[src/rtl/alarm_ring_sequencer.sv]
// Alarm ring sequencer: arms on a stored alarm, rings on a time match, and handles
// dismiss / snooze / ring timeout. Snooze support is compiled in with `define SNOOZE_EN.
module alarm_ring_sequencer #(
    parameter int TW           = 7,
    parameter int RING_TICKS   = 60,
    parameter int SNOOZE_TICKS = 5,
    parameter int MAX_SNOOZE   = 3
) (
    input  logic          CLK,
    input  logic          reset,
    input  logic          tick,
    input  logic [TW-1:0] cur_time,
    input  logic [TW-1:0] alarm_time,
    input  logic          alarm_isset,
    input  logic          dismiss,
    input  logic          snooze,
    output logic          ring,
    output logic          alarm_clear,
    output logic          missed,
    output logic [1:0]    snooze_left,
    output logic [1:0]    state
);

    typedef enum logic [1:0] {
        IDLE    = 2'd0,
        ARMED   = 2'd1,
        RINGING = 2'd2,
        SNOOZE  = 2'd3
    } state_t;

    localparam int RCW = (RING_TICKS > 1) ? $clog2(RING_TICKS) : 1;
    localparam logic [RCW-1:0] RING_LAST = RCW'(RING_TICKS - 1);

    state_t         state_q, state_d;
    logic           ring_q, ring_d;
    logic           clear_q, clear_d;
    logic           missed_q, missed_d;
    logic [RCW-1:0] ring_cnt_q, ring_cnt_d;

    logic time_match;
    logic ring_done;
    logic snooze_go;
    logic snz_done;

    assign time_match = tick && (cur_time == alarm_time);
    assign ring_done  = tick && (ring_cnt_q == RING_LAST);

`ifdef SNOOZE_EN
    localparam int SCW = (SNOOZE_TICKS > 1) ? $clog2(SNOOZE_TICKS) : 1;
    localparam logic [SCW-1:0] SNZ_LAST = SCW'(SNOOZE_TICKS - 1);
    // snooze_left is only 2 bits wide, so larger allowances saturate at 3.
    localparam logic [1:0] SNZ_INIT = (MAX_SNOOZE > 3) ? 2'd3 : 2'(MAX_SNOOZE);

    logic [SCW-1:0] snz_cnt_q, snz_cnt_d;
    logic [1:0]     snz_left_q, snz_left_d;

    assign snooze_go = snooze && (snz_left_q != 2'd0);
    assign snz_done  = tick && (snz_cnt_q == SNZ_LAST);

    // Snooze bookkeeping follows the main FSM's decision rather than re-deriving it.
    always_comb begin
        snz_cnt_d  = snz_cnt_q;
        snz_left_d = snz_left_q;
        if (state_q == ARMED && state_d == RINGING) begin
            snz_left_d = SNZ_INIT;
        end else if (state_q == RINGING && state_d == SNOOZE) begin
            snz_left_d = snz_left_q - 2'd1;
            snz_cnt_d  = '0;
        end else if (state_q == SNOOZE && state_d == SNOOZE && tick) begin
            snz_cnt_d  = snz_cnt_q + SCW'(1);
        end
    end

    always_ff @(posedge CLK) begin
        if (reset) begin
            snz_cnt_q  <= '0;
            snz_left_q <= SNZ_INIT;
        end else begin
            snz_cnt_q  <= snz_cnt_d;
            snz_left_q <= snz_left_d;
        end
    end

    assign snooze_left = snz_left_q;
`else
    logic snooze_unused;
    localparam int snz_params_unused = SNOOZE_TICKS + MAX_SNOOZE;

    assign snooze_unused = snooze;
    assign snooze_go     = 1'b0;
    assign snz_done      = 1'b0;
    assign snooze_left   = 2'd0;
`endif

    // NOTE: every signal gets a default before the case so no path infers a latch.
    always_comb begin
        state_d    = state_q;
        clear_d    = 1'b0;
        missed_d   = missed_q;
        ring_cnt_d = ring_cnt_q;

        if (!alarm_isset) begin
            // Alarm withdrawn externally: the store already knows, so no clear pulse.
            state_d = IDLE;
        end else begin
            case (state_q)
                IDLE: begin
                    state_d = ARMED;
                end
                ARMED: begin
                    if (time_match) begin
                        state_d    = RINGING;
                        ring_cnt_d = '0;
                        missed_d   = 1'b0;
                    end
                end
                RINGING: begin
                    if (dismiss) begin
                        state_d  = IDLE;
                        clear_d  = 1'b1;
                        missed_d = 1'b0;
                    end else if (ring_done) begin
                        state_d  = IDLE;
                        clear_d  = 1'b1;
                        missed_d = 1'b1;
                    end else if (snooze_go) begin
                        state_d = SNOOZE;
                    end else if (tick) begin
                        ring_cnt_d = ring_cnt_q + RCW'(1);
                    end
                end
                SNOOZE: begin
                    if (dismiss) begin
                        state_d  = IDLE;
                        clear_d  = 1'b1;
                        missed_d = 1'b0;
                    end else if (snz_done) begin
                        state_d    = RINGING;
                        ring_cnt_d = '0;
                    end
                end
                default: begin
                    state_d = IDLE;
                end
            endcase
        end

        // Registered from the next state so ring lines up exactly with state==RINGING.
        ring_d = (state_d == RINGING);
    end

    // NOTE: sequential state uses non-blocking assignments only.
    always_ff @(posedge CLK) begin
        if (reset) begin
            state_q    <= IDLE;
            ring_q     <= 1'b0;
            clear_q    <= 1'b0;
            missed_q   <= 1'b0;
            ring_cnt_q <= '0;
        end else begin
            state_q    <= state_d;
            ring_q     <= ring_d;
            clear_q    <= clear_d;
            missed_q   <= missed_d;
            ring_cnt_q <= ring_cnt_d;
        end
    end

    assign ring        = ring_q;
    assign alarm_clear = clear_q;
    assign missed      = missed_q;
    assign state       = state_q;

endmodule
[config.mk]
export PLATFORM = sky130hd
export DESIGN_NAME = alarm_ring_sequencer
export DESIGN_NICKNAME = d
export VERILOG_FILES = /design/src/rtl/alarm_ring_sequencer.sv
export SDC_FILE = /design/constraint.sdc
export NUM_CORES = 1
export LEC_CHECK = 0
export ABC_AREA = 1
export CORE_AREA = 3 3 40 42
export DETAILED_ROUTE_END_ITERATION = 12
export DIE_AREA = 0 0 43 45
export DONT_BUFFER_PORTS = 1
export GPL_ROUTABILITY_DRIVEN = 0
export PLACE_DENSITY = 0.81
export SLEW_MARGIN = 20
export SYNTH_ARGS = -nofsm -noshare
export SYNTH_HDL_FRONTEND = slang
export SYNTH_SLANG_ARGS = --single-unit
[constraint.sdc]
create_clock -name CLK -period 1.8 [get_ports CLK]
set_input_delay 0.27 -clock CLK [delete_from_list [all_inputs] [get_ports CLK]]
set_output_delay 0.27 -clock CLK [all_outputs]
set_load 0.005 [all_outputs]
# After elaboration in Yosys (flattened, before gate mapping)
# Cells that the tools add are included.
op_classes:
  addsub: 1
  multipliers: 0
  div: 0
  magnitude_cmp: 0
  n_eq_ne: 12
  shifts: 0
  muxes: 20
  n_bitwise: 1
  reduce_logical: 8
op_table:
  columns: ["operator", "count"]
  rows:
  - ["6-bit 2-to-1 mux", 4]
  - ["6-bit case mux with 2 select lines", 1]
  - ["2-bit 2-to-1 mux", 5]
  - ["2-bit != test, second input constant", 5]
  - ["2-bit case mux with 4 select lines", 1]
  - ["7-bit == test", 1]
  - ["1-bit 2-to-1 mux", 7]
  - ["6-bit by 1-bit adder with 6-bit output, second input constant", 1]
  - ["2-bit == test, second input constant", 3]
  - ["6-bit == test, second input constant", 1]
  - ["6-bit AND reduction", 1]
  - ["5-bit AND reduction", 1]
  - ["3-bit != test, second input constant", 1]
  - ["1-bit case mux with 3 select lines", 1]
  - ["3-bit nonzero test", 1]
  - ["2-bit by 1-bit == test with 1-bit output, second input constant", 1]
  - ["1-bit logical AND", 2]
  - ["2-bit zero test", 1]
  - ["1-bit case mux with 2 select lines", 1]
  - ["2-bit nonzero test", 1]
  - ["2-bit OR reduction", 1]
  - ["1-bit NOT", 1]
word_totals:
  register_bits: 11
  latchBits: 0
  ramBits: 0
  rom_bits: 0
  in_bits: 20
  out_inout_bits: 7
  word_cells: 47
  memories: 0

# Logic depth before layout (Yosys ltp)
depth:
  word_depth: 7
  depth_mapped: 11
  depth_no_buf: 10

# Worst setup path after synthesis
# Ideal clock, no wire load.
synth_path:
  kind: "reg2reg"
  startpoint: "register ring_cnt_q[0]"
  endpoint: "register ring_cnt_q[0]"
  setup_ns: 0.115
  t_arrival_ns: 1.220
  required_ns: 1.685
  path_slack_ns: 0.465
  stages_incl_launch_ff: 10
  path_buffers: 1
  synth_period_minus_slack_ns: 1.335
  path_cell_list: "dfxtp_1 > ha_1 > nand2_1 > inv_1 > nand4_1 > nand3_2 > nand2_2 > buf_6 > a21oi_1 > nor2_1"
synth_between:
  elab_chain_cells: 5
  word_cells_on_any_way: 9
  cone_classes: "add/sub (1); eq/ne (2); mux (4); reduce/logical (2)"
synth_lines:
  columns: ["element", "line_no", "source"]
  rows:
  - ["start: declaration", "38", "logic [RCW-1:0] ring_cnt_q, ring_cnt_d;"]
  - ["start signal: assignment", "165", "ring_cnt_q <= ring_cnt_d;"]
  - ["6-bit by 1-bit adder with 6-bit output", "129", "ring_cnt_d = ring_cnt_q + RCW'(1);"]
  - ["6-bit 2-to-1 mux", "128", "end else if (tick) begin"]
  - ["6-bit 2-to-1 mux", "122", "end else if (ring_done) begin"]
  - ["6-bit 2-to-1 mux", "118", "if (dismiss) begin"]
  - ["6-bit case mux with 2 select lines", "106", "case (state_q)"]
# Parallel ways exist; a longest one is shown, timed or not. The select of a mux whose other input is x is not followed.
# A chain may end at the register's enable or synchronous reset.

# Worst setup path in the final report
layout_path:
  startpoint: "register ring_cnt_q[0]"
  endpoint: "register ring_cnt_q[3]"
# Same word-level chain as after synthesis.

==> metrics <==
Critical Path Fanout Max 11; Initial Utilization 59.1%; DP Wirelength about 1200 um; Clk Tree Root Cell clkbuf_4; diode count 0; Final Hold Viols 0; Layout area overhead 2.14%; GR Overflow Total 0; max incr delay on CP 0.38 ns; CP max-delay cell dfxtp_1; clock skew 0.00484 ns; yosys warns 0; Crit Reg-Reg Startpoint ring_cnt_q[0]; fin. max-slew vios 0; setup_tns 0 ns; worst IR drop on VDD 0.481 mV; Worst EP required 2.01 ns; Die X 43 um; clock buffer count from CTS 3; vias in the first global route 630; Worst EP arrival 1.75 ns; Pwr per Cell Area 579 nW/um2; post-DR vias/cell 5.38; max cap viols 0; Hold Crit Class in2reg; DRC viols 0; clock sink count 11; WP depth 9; GR Util All Layers 17.2%; Tmin final 1.55 ns; type of element capturing the critical path flip-flop; htree depth 1; share of cells above drive strength 1 11.3%; RSZ-0062 raised after global routing no; CTS tree yes; Static Leak 0.378 nW; Synth Area per Inst 6.17 um2; most frequent CP cell nand2_1; largest net degree at the start of global routing 14; post-synth top area cell dfxtp_1; PortBufs 0; DR iter-0 viols 22; hold-fix buffer count after cts 0; WHS Path Cells 1; chip height 45 um; Final Setup Violations 0; Crit Path Class reg2reg; CP Cell Sequence ha_1 -> nand2_1 -> inv_1 -> nand4_1 -> nand3_2 -> nand2_2 -> nand2_1 -> nand2_1 -> a21oi_1; clk_lat worst skew 0.27 ns; post-CTS setup buffers 0; FP Rows 13; share of the synthesized area in the top cell type between 20 and 30%; Distinct cells, synth 24; first-pass GRT wire length 2500 um; critical path startpoint ring_cnt_q[0]; post-synthesis sequential area ratio between 20% and 30%; clk slew on worst S/H paths approximately 0.070 ns; Critical Path Sink ring_cnt_q[3]; Yosys reg bits 11; Final ANT Viol Nets 0; WL/cell 11.0 um; Reg2Reg Setup Slack between 0.2 and 0.3 ns; Ports 27; post-route cell area 776 um2; antenna violations before repair 0; synth top area cells dfxtp_1, nand2_1, inv_1, a21oi_1, nand3_1; total number of vias roughly 750; PnR Total Power between 0.4 and 0.5 mW; R2R Path End ring_cnt_q[3]; Final nets 146; CORE AREA 1280 um2; Cell Area, Synth 759 um2; cells after synthesis 123; final period utilization 85.9%; family with the most delay on the worst path simple AND/OR/NAND/NOR gates; Final Core Density 60.4%; detailed-router iteration count before antenna repair 4; Post-DP Area 748 um2; die area ~1900 um2; # fillers between 100 and 150; WL final 1520 um; post-cts resize count 0; crit path buf inv count 1; Max Fclk 647 MHz; clock buffer depth 2; Reg2Reg Depth 9; status completed; startpoint types flip-flop
registers in the layout, indices dropped and copies added, names as in the netlist:
name	flops
ring_cnt_q	6
state	2
alarm_clear	1
missed	1
ring	1
cell type report:
class	count	area [um2]	area share, %
multi-input cells	90	438	56.5
clock buffers	3	22.5	2.90
flip-flops and latches	11	220	28.4
inverters	19	71.3	9.19
clock inverters	1	5.00	0.645
well taps	15	18.8	2.42
per-stage QoR:
stage / worst slack, ns / std cells / hold slack, ns
2_1_floorplan: 0.465 / 124 / 0.339
3_3_place_gp: 0.336 / 135 / 0.341
3_5_place_dp: 0.292 / 135 / 0.345
4_1_cts: 0.271 / 139 / 0.0517
5_1_grt: 0.115 / 139 / 0.0462
6_report: 0.255 / 139 / 0.0556
cells in the final DEF (no fill, tap or decap):
cell type  netlist  routed
a211oi_1         1       1
a21boi_1         1       1
a21oi_1         11      11
clkbuf_4         1       3
clkinv_2         0       1
conb_1           1       2
dfxtp_1         11      11
ha_1             1       1
inv_1           18      18
inv_2            1       1
nand2_1         36      36
nand2_2          3       3
nand3_1          9       9
nand3_2          3       3
nand4_1          1       1
nor2_1          12      12
nor2_2           2       2
nor3b_1          1       1
o211ai_1         1       1
o21ai_0          2       2
or2_1            1       1
or2_2            1       1
xnor2_1          2       2
power breakdown:
group / total [mW] / internal [mW] / switching (mW)
Sequential: 0.246 / 0.244 / 0.00173
Clock: 0.169 / 0.0823 / 0.0869
Combinational: 0.0342 / 0.0146 / 0.0196
synthesized netlist by cell type (all sizes together):
cell and count:
conb 1, a21oi 11, dfxtp 11, nor2 14, ha 1, nand2 39
a211oi 1, nand3 12, xnor2 2, a21boi 1, buf 3, nor3b 1
clkbuf 1, inv 19, or2 2, o21ai 2, o211ai 1, nand4 1
worst min path at each step:
stage	start	to	slack, ns
after global placement	reset	ring_cnt_q[4]	0.34
after detailed placement	reset	ring_cnt_q[4]	0.34
after floorplan	reset	missed	0.34
after global routing	reset	ring_cnt_q[4]	0.05
final	reset	ring_cnt_q[4]	0.06
after CTS	reset	ring_cnt_q[4]	0.05
layer usage:
| layer | up-vias | wire length, um | GRT usage, % |
|---|---|---|---|
| li1 | 387 | - | - |
| met1 | 329 | 600 | 18.6 |
| met2 | 27 | 746 | 29.9 |
| met3 | 5 | 135 | 4.78 |
| met4 | 0 | 41 | 10.8 |
| met5 | - | 0 | 0 |
kinds of logic after synthesis:
family | after synthesis | share of synthesized area [%]
adder cells (fa/ha/maj) | 1 | 1.65
buffers and inverters | 23 | 13.8
other | 1 | 0.494
XOR/XNOR | 2 | 2.31
AO/OA/AOI/OAI | 16 | 11.5
AND/OR/NAND/NOR | 69 | 41.2
flip-flops | 11 | 29.0
No activity file was read; power rests on OpenSTA's default activity.
